==> src/rtl/fft_pkg.sv <==
// fft_pkg: shared state encoding, frame-length helpers and bit reversal for the FFT sequencer
package fft_pkg;

    typedef enum logic [1:0] {IDLE, LOAD, COMPUTE, DRAIN} state_t;

    localparam int MAX_LOG2N = 10;
    localparam int DEF_LOG2N = 3;
    localparam int DEF_N     = 1 << DEF_LOG2N;

    function automatic int fft_n(input int log2n);
        return 1 << log2n;
    endfunction

    // Reverses the low log2n bits of idx; higher bits come back as zero
    function automatic logic [MAX_LOG2N-1:0] bitrev(input logic [MAX_LOG2N-1:0] idx, input int log2n);
        logic [MAX_LOG2N-1:0] r;
        r = '0;
        for (int i = 0; i < log2n; i++) r[log2n-1-i] = idx[i];
        return r;
    endfunction

endpackage

==> src/rtl/fft_frame_sequencer_if.sv <==
// fft_frame_sequencer_if: load, butterfly and drain handshakes between the sequencer and its datapath
interface fft_frame_sequencer_if #(
    parameter int LOG2N = 3,
    parameter int AW    = LOG2N
);
    logic             in_valid;
    logic             in_ready;
    logic             wr_en;
    logic [AW-1:0]    wr_addr;
    logic             bf_valid;
    logic             bf_ready;
    logic [AW-1:0]    bf_addr_a;
    logic [AW-1:0]    bf_addr_b;
    logic [LOG2N-2:0] bf_tw;
    logic             bf_done;
    logic             out_valid;
    logic             out_ready;
    logic [AW-1:0]    rd_addr;
    logic             out_last;

    modport master (
        input  in_valid, bf_ready, bf_done, out_ready,
        output in_ready, wr_en, wr_addr, bf_valid, bf_addr_a, bf_addr_b, bf_tw,
               out_valid, rd_addr, out_last
    );

    modport slave (
        output in_valid, bf_ready, bf_done, out_ready,
        input  in_ready, wr_en, wr_addr, bf_valid, bf_addr_a, bf_addr_b, bf_tw,
               out_valid, rd_addr, out_last
    );
endinterface

==> src/rtl/fft_bf_addr_gen.sv <==
// fft_bf_addr_gen: combinational DIT butterfly operand and twiddle addresses for one (stage, butterfly) pair
module fft_bf_addr_gen #(
    parameter int LOG2N = 3,
    parameter int AW    = LOG2N,
    parameter int SW    = $clog2(LOG2N + 1)
) (
    input  logic [SW-1:0]    i_stage,
    input  logic [LOG2N-1:0] i_bf_cnt,
    output logic [AW-1:0]    o_addr_a,
    output logic [AW-1:0]    o_addr_b,
    output logic [LOG2N-2:0] o_tw
);
    logic [LOG2N-1:0] w_half;
    logic [LOG2N-1:0] w_pos;
    logic [LOG2N-1:0] w_a;

    // Group index doubles into the lower operand base, position within the group selects the twiddle
    always_comb begin
        w_half   = LOG2N'(1) << i_stage;
        w_pos    = i_bf_cnt & (w_half - 1'b1);
        w_a      = ((i_bf_cnt >> i_stage) << (i_stage + 1'b1)) + w_pos;
        o_addr_a = AW'(w_a);
        o_addr_b = AW'(w_a + w_half);
        o_tw     = (LOG2N-1)'(w_pos << (LOG2N - 1 - int'(i_stage)));
    end
endmodule

==> src/rtl/fft_frame_sequencer.sv <==
// fft_frame_sequencer: bit-reversed load, stage-barriered butterfly issue and natural-order drain of one FFT frame
module fft_frame_sequencer
    import fft_pkg::*;
#(
    parameter int LOG2N = 3,
    parameter int AW    = LOG2N
) (
    input  logic                  clk,
    input  logic                  rst_n,
    input  logic                  ena,
    input  logic                  start,
    output logic                  busy,
    output logic                  err,
    fft_frame_sequencer_if.master bus
);
    localparam int N    = fft_n(LOG2N);
    localparam int HALF = N / 2;
    localparam int SW   = $clog2(LOG2N + 1);

    state_t           r_state, w_next;
    logic [LOG2N-1:0] r_ld_cnt, r_bf_cnt, r_done_cnt, r_rd_cnt;
    logic [SW-1:0]    r_stage;
    logic             r_err;
    logic             w_hs_in, w_hs_bf, w_hs_out;
    logic             w_full, w_barrier, w_last_stage, w_done_ok;
    logic [AW-1:0]    w_gen_a, w_gen_b;
    logic [LOG2N-2:0] w_gen_tw;

    fft_bf_addr_gen #(.LOG2N(LOG2N), .AW(AW), .SW(SW)) u_addr_gen (
        .i_stage  (r_stage),
        .i_bf_cnt (r_bf_cnt),
        .o_addr_a (w_gen_a),
        .o_addr_b (w_gen_b),
        .o_tw     (w_gen_tw)
    );

    assign w_full       = r_bf_cnt == LOG2N'(HALF);
    assign w_barrier    = (r_state == COMPUTE) && w_full && (r_done_cnt == LOG2N'(HALF));
    assign w_last_stage = r_stage == SW'(LOG2N - 1);

    assign busy          = r_state != IDLE;
    assign err           = r_err;
    assign bus.in_ready  = ena && (r_state == LOAD);
    assign bus.wr_en     = bus.in_valid & bus.in_ready;
    assign bus.wr_addr   = AW'(bitrev(MAX_LOG2N'(r_ld_cnt), LOG2N));
    assign bus.bf_valid  = ena && (r_state == COMPUTE) && !w_full;
    assign bus.bf_addr_a = (r_state == COMPUTE) ? w_gen_a : '0;
    assign bus.bf_addr_b = (r_state == COMPUTE) ? w_gen_b : '0;
    assign bus.bf_tw     = (r_state == COMPUTE) ? w_gen_tw : '0;
    assign bus.out_valid = ena && (r_state == DRAIN);
    assign bus.rd_addr   = AW'(r_rd_cnt);
    assign bus.out_last  = bus.out_valid && (r_rd_cnt == LOG2N'(N - 1));

    assign w_hs_in  = bus.in_valid & bus.in_ready;
    assign w_hs_bf  = bus.bf_valid & bus.bf_ready;
    assign w_hs_out = bus.out_valid & bus.out_ready;

    // A completion is legal only while it does not overtake the requests issued so far, including this cycle's
    assign w_done_ok = bus.bf_done && (r_state == COMPUTE) &&
                       ({1'b0, r_done_cnt} < {1'b0, r_bf_cnt} + {{LOG2N{1'b0}}, w_hs_bf});

    // State register
    always_ff @(posedge clk or negedge rst_n) begin
        if (!rst_n) r_state <= IDLE;
        else        r_state <= w_next;
    end

    // Next-state decode; everything holds while ena is low
    always_comb begin
        w_next = r_state;
        if (ena)
            case (r_state)
                IDLE:    w_next = start ? LOAD : IDLE;
                LOAD:    w_next = (w_hs_in && r_ld_cnt == LOG2N'(N - 1)) ? COMPUTE : LOAD;
                COMPUTE: w_next = (w_barrier && w_last_stage) ? DRAIN : COMPUTE;
                DRAIN:   w_next = (w_hs_out && bus.out_last) ? IDLE : DRAIN;
                default: w_next = IDLE;
            endcase
    end

    // Load, stage, issue and drain counters advance on their own handshakes; load and drain wrap to zero
    always_ff @(posedge clk or negedge rst_n) begin
        if (!rst_n) begin
            r_ld_cnt <= '0;
            r_stage  <= '0;
            r_bf_cnt <= '0;
            r_rd_cnt <= '0;
        end else if (ena) begin
            case (r_state)
                IDLE: begin
                    r_ld_cnt <= '0;
                    r_stage  <= '0;
                    r_bf_cnt <= '0;
                    r_rd_cnt <= '0;
                end
                LOAD:    r_ld_cnt <= r_ld_cnt + LOG2N'(w_hs_in);
                COMPUTE: begin
                    r_stage  <= r_stage + SW'(w_barrier);
                    r_bf_cnt <= w_barrier ? '0 : r_bf_cnt + LOG2N'(w_hs_bf);
                end
                DRAIN:   r_rd_cnt <= r_rd_cnt + LOG2N'(w_hs_out);
                default: ;
            endcase
        end
    end

    // Completions are tracked even with ena low since the datapath keeps running; stray ones latch err
    always_ff @(posedge clk or negedge rst_n) begin
        if (!rst_n) begin
            r_done_cnt <= '0;
            r_err      <= 1'b0;
        end else begin
            if (ena && (r_state == IDLE || w_barrier)) r_done_cnt <= '0;
            else if (w_done_ok)                       r_done_cnt <= r_done_cnt + 1'b1;
            if (bus.bf_done && !w_done_ok) r_err <= 1'b1;
        end
    end
endmodule

==> src/flat_wrapper.sv <==
// flat-port wrapper written by rule: the top's interface ports become plain ports
module fft_frame_sequencer_flat import fft_pkg::*;
#(
    parameter int LOG2N = 3,
    parameter int AW    = LOG2N
)
  (clk, rst_n, ena, start, busy, err, bus_in_valid, bus_bf_ready, bus_bf_done, bus_out_ready, bus_in_ready, bus_wr_en, bus_wr_addr, bus_bf_valid, bus_bf_addr_a, bus_bf_addr_b, bus_bf_tw, bus_out_valid, bus_rd_addr, bus_out_last);
  fft_frame_sequencer_if #(.LOG2N(LOG2N), .AW(AW)) bus_i ();
  input  logic clk;
  input  logic rst_n;
  input  logic ena;
  input  logic start;
  output logic busy;
  output logic err;
  input wire logic [$bits(bus_i.in_valid)-1:0] bus_in_valid;
  input wire logic [$bits(bus_i.bf_ready)-1:0] bus_bf_ready;
  input wire logic [$bits(bus_i.bf_done)-1:0] bus_bf_done;
  input wire logic [$bits(bus_i.out_ready)-1:0] bus_out_ready;
  output wire logic [$bits(bus_i.in_ready)-1:0] bus_in_ready;
  output wire logic [$bits(bus_i.wr_en)-1:0] bus_wr_en;
  output wire logic [$bits(bus_i.wr_addr)-1:0] bus_wr_addr;
  output wire logic [$bits(bus_i.bf_valid)-1:0] bus_bf_valid;
  output wire logic [$bits(bus_i.bf_addr_a)-1:0] bus_bf_addr_a;
  output wire logic [$bits(bus_i.bf_addr_b)-1:0] bus_bf_addr_b;
  output wire logic [$bits(bus_i.bf_tw)-1:0] bus_bf_tw;
  output wire logic [$bits(bus_i.out_valid)-1:0] bus_out_valid;
  output wire logic [$bits(bus_i.rd_addr)-1:0] bus_rd_addr;
  output wire logic [$bits(bus_i.out_last)-1:0] bus_out_last;
  assign bus_i.in_valid = bus_in_valid;
  assign bus_i.bf_ready = bus_bf_ready;
  assign bus_i.bf_done = bus_bf_done;
  assign bus_i.out_ready = bus_out_ready;
  assign bus_in_ready = bus_i.in_ready;
  assign bus_wr_en = bus_i.wr_en;
  assign bus_wr_addr = bus_i.wr_addr;
  assign bus_bf_valid = bus_i.bf_valid;
  assign bus_bf_addr_a = bus_i.bf_addr_a;
  assign bus_bf_addr_b = bus_i.bf_addr_b;
  assign bus_bf_tw = bus_i.bf_tw;
  assign bus_out_valid = bus_i.out_valid;
  assign bus_rd_addr = bus_i.rd_addr;
  assign bus_out_last = bus_i.out_last;
  fft_frame_sequencer #(.LOG2N(LOG2N), .AW(AW)) u_core (.clk(clk), .rst_n(rst_n), .ena(ena), .start(start), .busy(busy), .err(err), .bus(bus_i));
endmodule
==> config.mk <==
export PLATFORM = sky130hd
export DESIGN_NAME = fft_frame_sequencer_flat
export DESIGN_NICKNAME = d
export VERILOG_FILES = /design/src/rtl/fft_pkg.sv /design/src/rtl/fft_frame_sequencer_if.sv /design/src/rtl/fft_bf_addr_gen.sv /design/src/rtl/fft_frame_sequencer.sv /design/src/flat_wrapper.sv
export SDC_FILE = /design/constraint.sdc
export NUM_CORES = 1
export LEC_CHECK = 0
export BUFFER_PORTS_ARGS = -buffer_cell sky130_fd_sc_hd__buf_2
export CAP_MARGIN = 20
export CORE_ASPECT_RATIO = 1.1
export CORE_MARGIN = 3
export CORE_UTILIZATION = 59
export DETAILED_ROUTE_END_ITERATION = 7
export PLACE_DENSITY = 0.85
export SLEW_MARGIN = 10
export SYNTH_ARGS = -nofsm -noshare
export SYNTH_HDL_FRONTEND = slang
export SYNTH_SLANG_ARGS = --single-unit
==> constraint.sdc <==
create_clock -name clk -period 5 [get_ports clk]
set_input_delay 0.5 -clock clk [delete_from_list [all_inputs] [get_ports clk]]
set_output_delay 0.5 -clock clk [all_outputs]
set_load 0.01 [all_outputs]
==> metrics <==
boundary pin count=29; CTS tree=done; Worst Path Max Fanout=11; critical path class=flip-flop to output pin; RSZ-0062 raised after global routing=no; Power Dens Cells=224 nW/um^2; via count of the first global-routing pass=~1200; Die Width=around 54 um; number of gates resized after cts=0; first-pass GRT wire length=5020 um; layout cells sized above 1=19.0%; Die Span Y=between 50 and 60 um; Post-CTS Setup Bufs=0; Final Cycle Share=about four fifths; final HPWL from detailed placement=2460 um; final WL=just over 3000 um; antenna-violating nets left=0; routed via count=1228; Avg WL per Cell=about 15 um; cell chain of the critical path=inv_1 > ha_1 > nor4b_1 > ha_1 > fa_1 > fa_1 > xnor2_1 > xnor3_1 > nor2_1 > buf_2; I/O Buffers=28; Root Buffer=clkbuf_4; Setup crit end kind=output pin; library cells used by synthesis=36; Yosys warnings=0; most frequent cells in the layout=buf_2, ha_1, nand2_1; Post-CTS Hold Fix Bufs=0; largest net degree at the start of global routing=20; CP peak stage delay=~0.58 ns; min Tclk post-route=roughly 4 ns; clk sink count=17; post-synthesis cell count=about 160; grt ovf=0; Fin. Hold Viols=0; clk slew on worst S/H paths=roughly 0.10 ns; post-synthesis sequential area ratio=28.9%; Total Die Area=~3100 um^2; status=finished clean; actual slew at the worst max-slew pin=0.604 ns; initial drt markers=30; critical path's slowest cell=dfrtp_1; Clock H-tree levels=1; max-cap check violation count=0; routability cong.=roughly 0.80; site row count=18; synthesis-stage register bit count=17; Slew Limit Headroom=59.3%; Slew Limit Fails=0; critical path data arrival time=3.48 ns; Avg Cell Area, Syn=9.37 um^2; synthesized area=between 1000 and 1500 um^2; CP required=about 4.5 ns; Worst Hold Class=input port to asynchronous set/reset pin; initial antenna violation count=0; area grow syn2layout=11.4%; Avg Vias per Cell=5.74; placed insts=210; final setup vio count=0; Nets=approximately 220; n_diodes=0; Worst setup SP type=flip-flop; final hold slack=0.114 ns; Synth Net Count=190; CTS buffer count=3; CTS max path bufs=2; IR drop worst, VDD=between 0.0002 and 0.0003 V; most common cell after layout, fill and taps aside=buf_2; maximum clock rate=roughly 250 MHz; setup TNS=0 ns; Final Non-Filler Cells=214; clk_skew=about 0.0022 ns; drc violations=0; Lkg Pwr=0.000860 uW; DR pass1 iterations=4; Starting Density=63.4%; GRT Util Overall=21.8%; Core Area=2320 um^2; Clock Latency Late Sink=0.29 ns; Filler Cells Inserted=~200
==> per-stage QoR <==
stage / setup slack, ns / instance area [um^2] / util [%] / total power, uW
detailed placement: 1.34 / 1610 / 69.5 / 297
global placement: 1.54 / 1610 / 69.5 / 289
finish: 1.02 / 1640 / 70.7 / 368
CTS: 1.00 / 1640 / 70.7 / 369
floorplan: 1.71 / 1470 / - / 250
global route: 0.896 / 1640 / 70.7 / 391
==> state kept, by name, indices dropped and copies added (netlist names) <==
name	flops
u_core.bus.rd_addr	3
u_core.err	1
u_core.r_bf_cnt	3
u_core.r_done_cnt	3
u_core.r_ld_cnt	3
u_core.r_stage	2
u_core.r_state	2
==> synthesized netlist by cell type (all sizes together) <==
cell type / count / share of area, %
ha: 23 / 20
nand2: 21 / 5.5
dfrtp: 17 / 29
inv: 11 / 2.8
and2: 8 / 3.4
o21ai: 8 / 2.7
a22o: 6 / 3.6
a21oi: 5 / 1.7
mux2i: 5 / 3.4
nand3: 5 / 1.7
nor2: 5 / 1.3
xnor2: 5 / 3.0
buf: 4 / 2.2
and3: 3 / 1.4
nand2b: 3 / 1.3
nor2b: 3 / 1.3
a211oi: 2 / 1.0
a22oi: 2 / 1.0
a31oi: 2 / 0.85
a32o: 2 / 1.4
and4: 2 / 1.2
fa: 2 / 2.7
nor4b: 2 / 1.2
xor2: 2 / 1.2
a21boi: 1 / 0.51
clkbuf: 1 / 0.25
mux2: 1 / 0.77
nand4: 1 / 0.43
nor3b: 1 / 0.85
o21bai: 1 / 0.51
o22ai: 1 / 0.43
o31ai: 1 / 0.51
xnor3: 1 / 1.5
==> logic make-up (layout without fill, tap and decap cells) <==
logic type | count (synthesis) | after routing | synth area share [%]
xor+xnor | 8 | 8 | 5.70
fa+ha+maj | 25 | 25 | 22.3
flops | 17 | 17 | 28.9
mux | 6 | 6 | 4.17
compound gates | 31 | 31 | 14.2
buf+inv | 16 | 43 | 5.27
simple gates | 54 | 54 | 19.5
==> path summary, 6_finish.rpt <==
check / endpoint / cells after the start / slack [ns] / from
min in group clk: u_core.err / 1 / 0.50 / u_core.err
max in group asynchronous: u_core.r_done_cnt[0] / 1 / 4.61 / rst_n
worst min-delay path: u_core.bus.rd_addr[2] / 1 / 0.11 / rst_n
worst min register to register: u_core.err / 1 / 0.50 / u_core.err
worst max register to register: u_core.r_done_cnt[0] / 13 / 1.79 / u_core.r_state[0]
worst max-delay path: bus_bf_addr_b[2] / 10 / 1.02 / u_core.r_stage[0]
==> power by group <==
part	total (uW)	switching, uW	leakage, uW	internal [uW]
clock network	73.8	42.8	0.0000150	31.0
registers	169	17.0	0.000224	152
logic	124	71.0	0.000621	53.2
==> cell type report <==
type / instances / area, um^2 / share of cell area [%]
Clock buffer: 4 / 26.3 / 1.60
Inverter: 11 / 41.3 / 2.52
Multi-Input combinational cell: 124 / 968 / 59.1
Sequential cell: 17 / 425 / 26.0
Tap cell: 30 / 37.5 / 2.29
Timing Repair Buffer: 28 / 140 / 8.55
==> per-layer routing <==
layer  GRT usage, %  up-vias  wire, um
met5              0        -         0
met4           5.47        0        33
met3           3.29        4       115
met2           40.1       26      1640
met1           25.8      596      1320
li1               -      602         -
==> worst max-delay path: cells and delay by family (launching register included) <==
kind	cells	cell delay [ns]
adders and majority gates	4	1.52
xor gates and xnor gates	2	0.41
and+or+nand+nor	2	0.38
buffers and inverters	2	0.31
DFF	1	0.58
(Power assumes the default switching activity.)
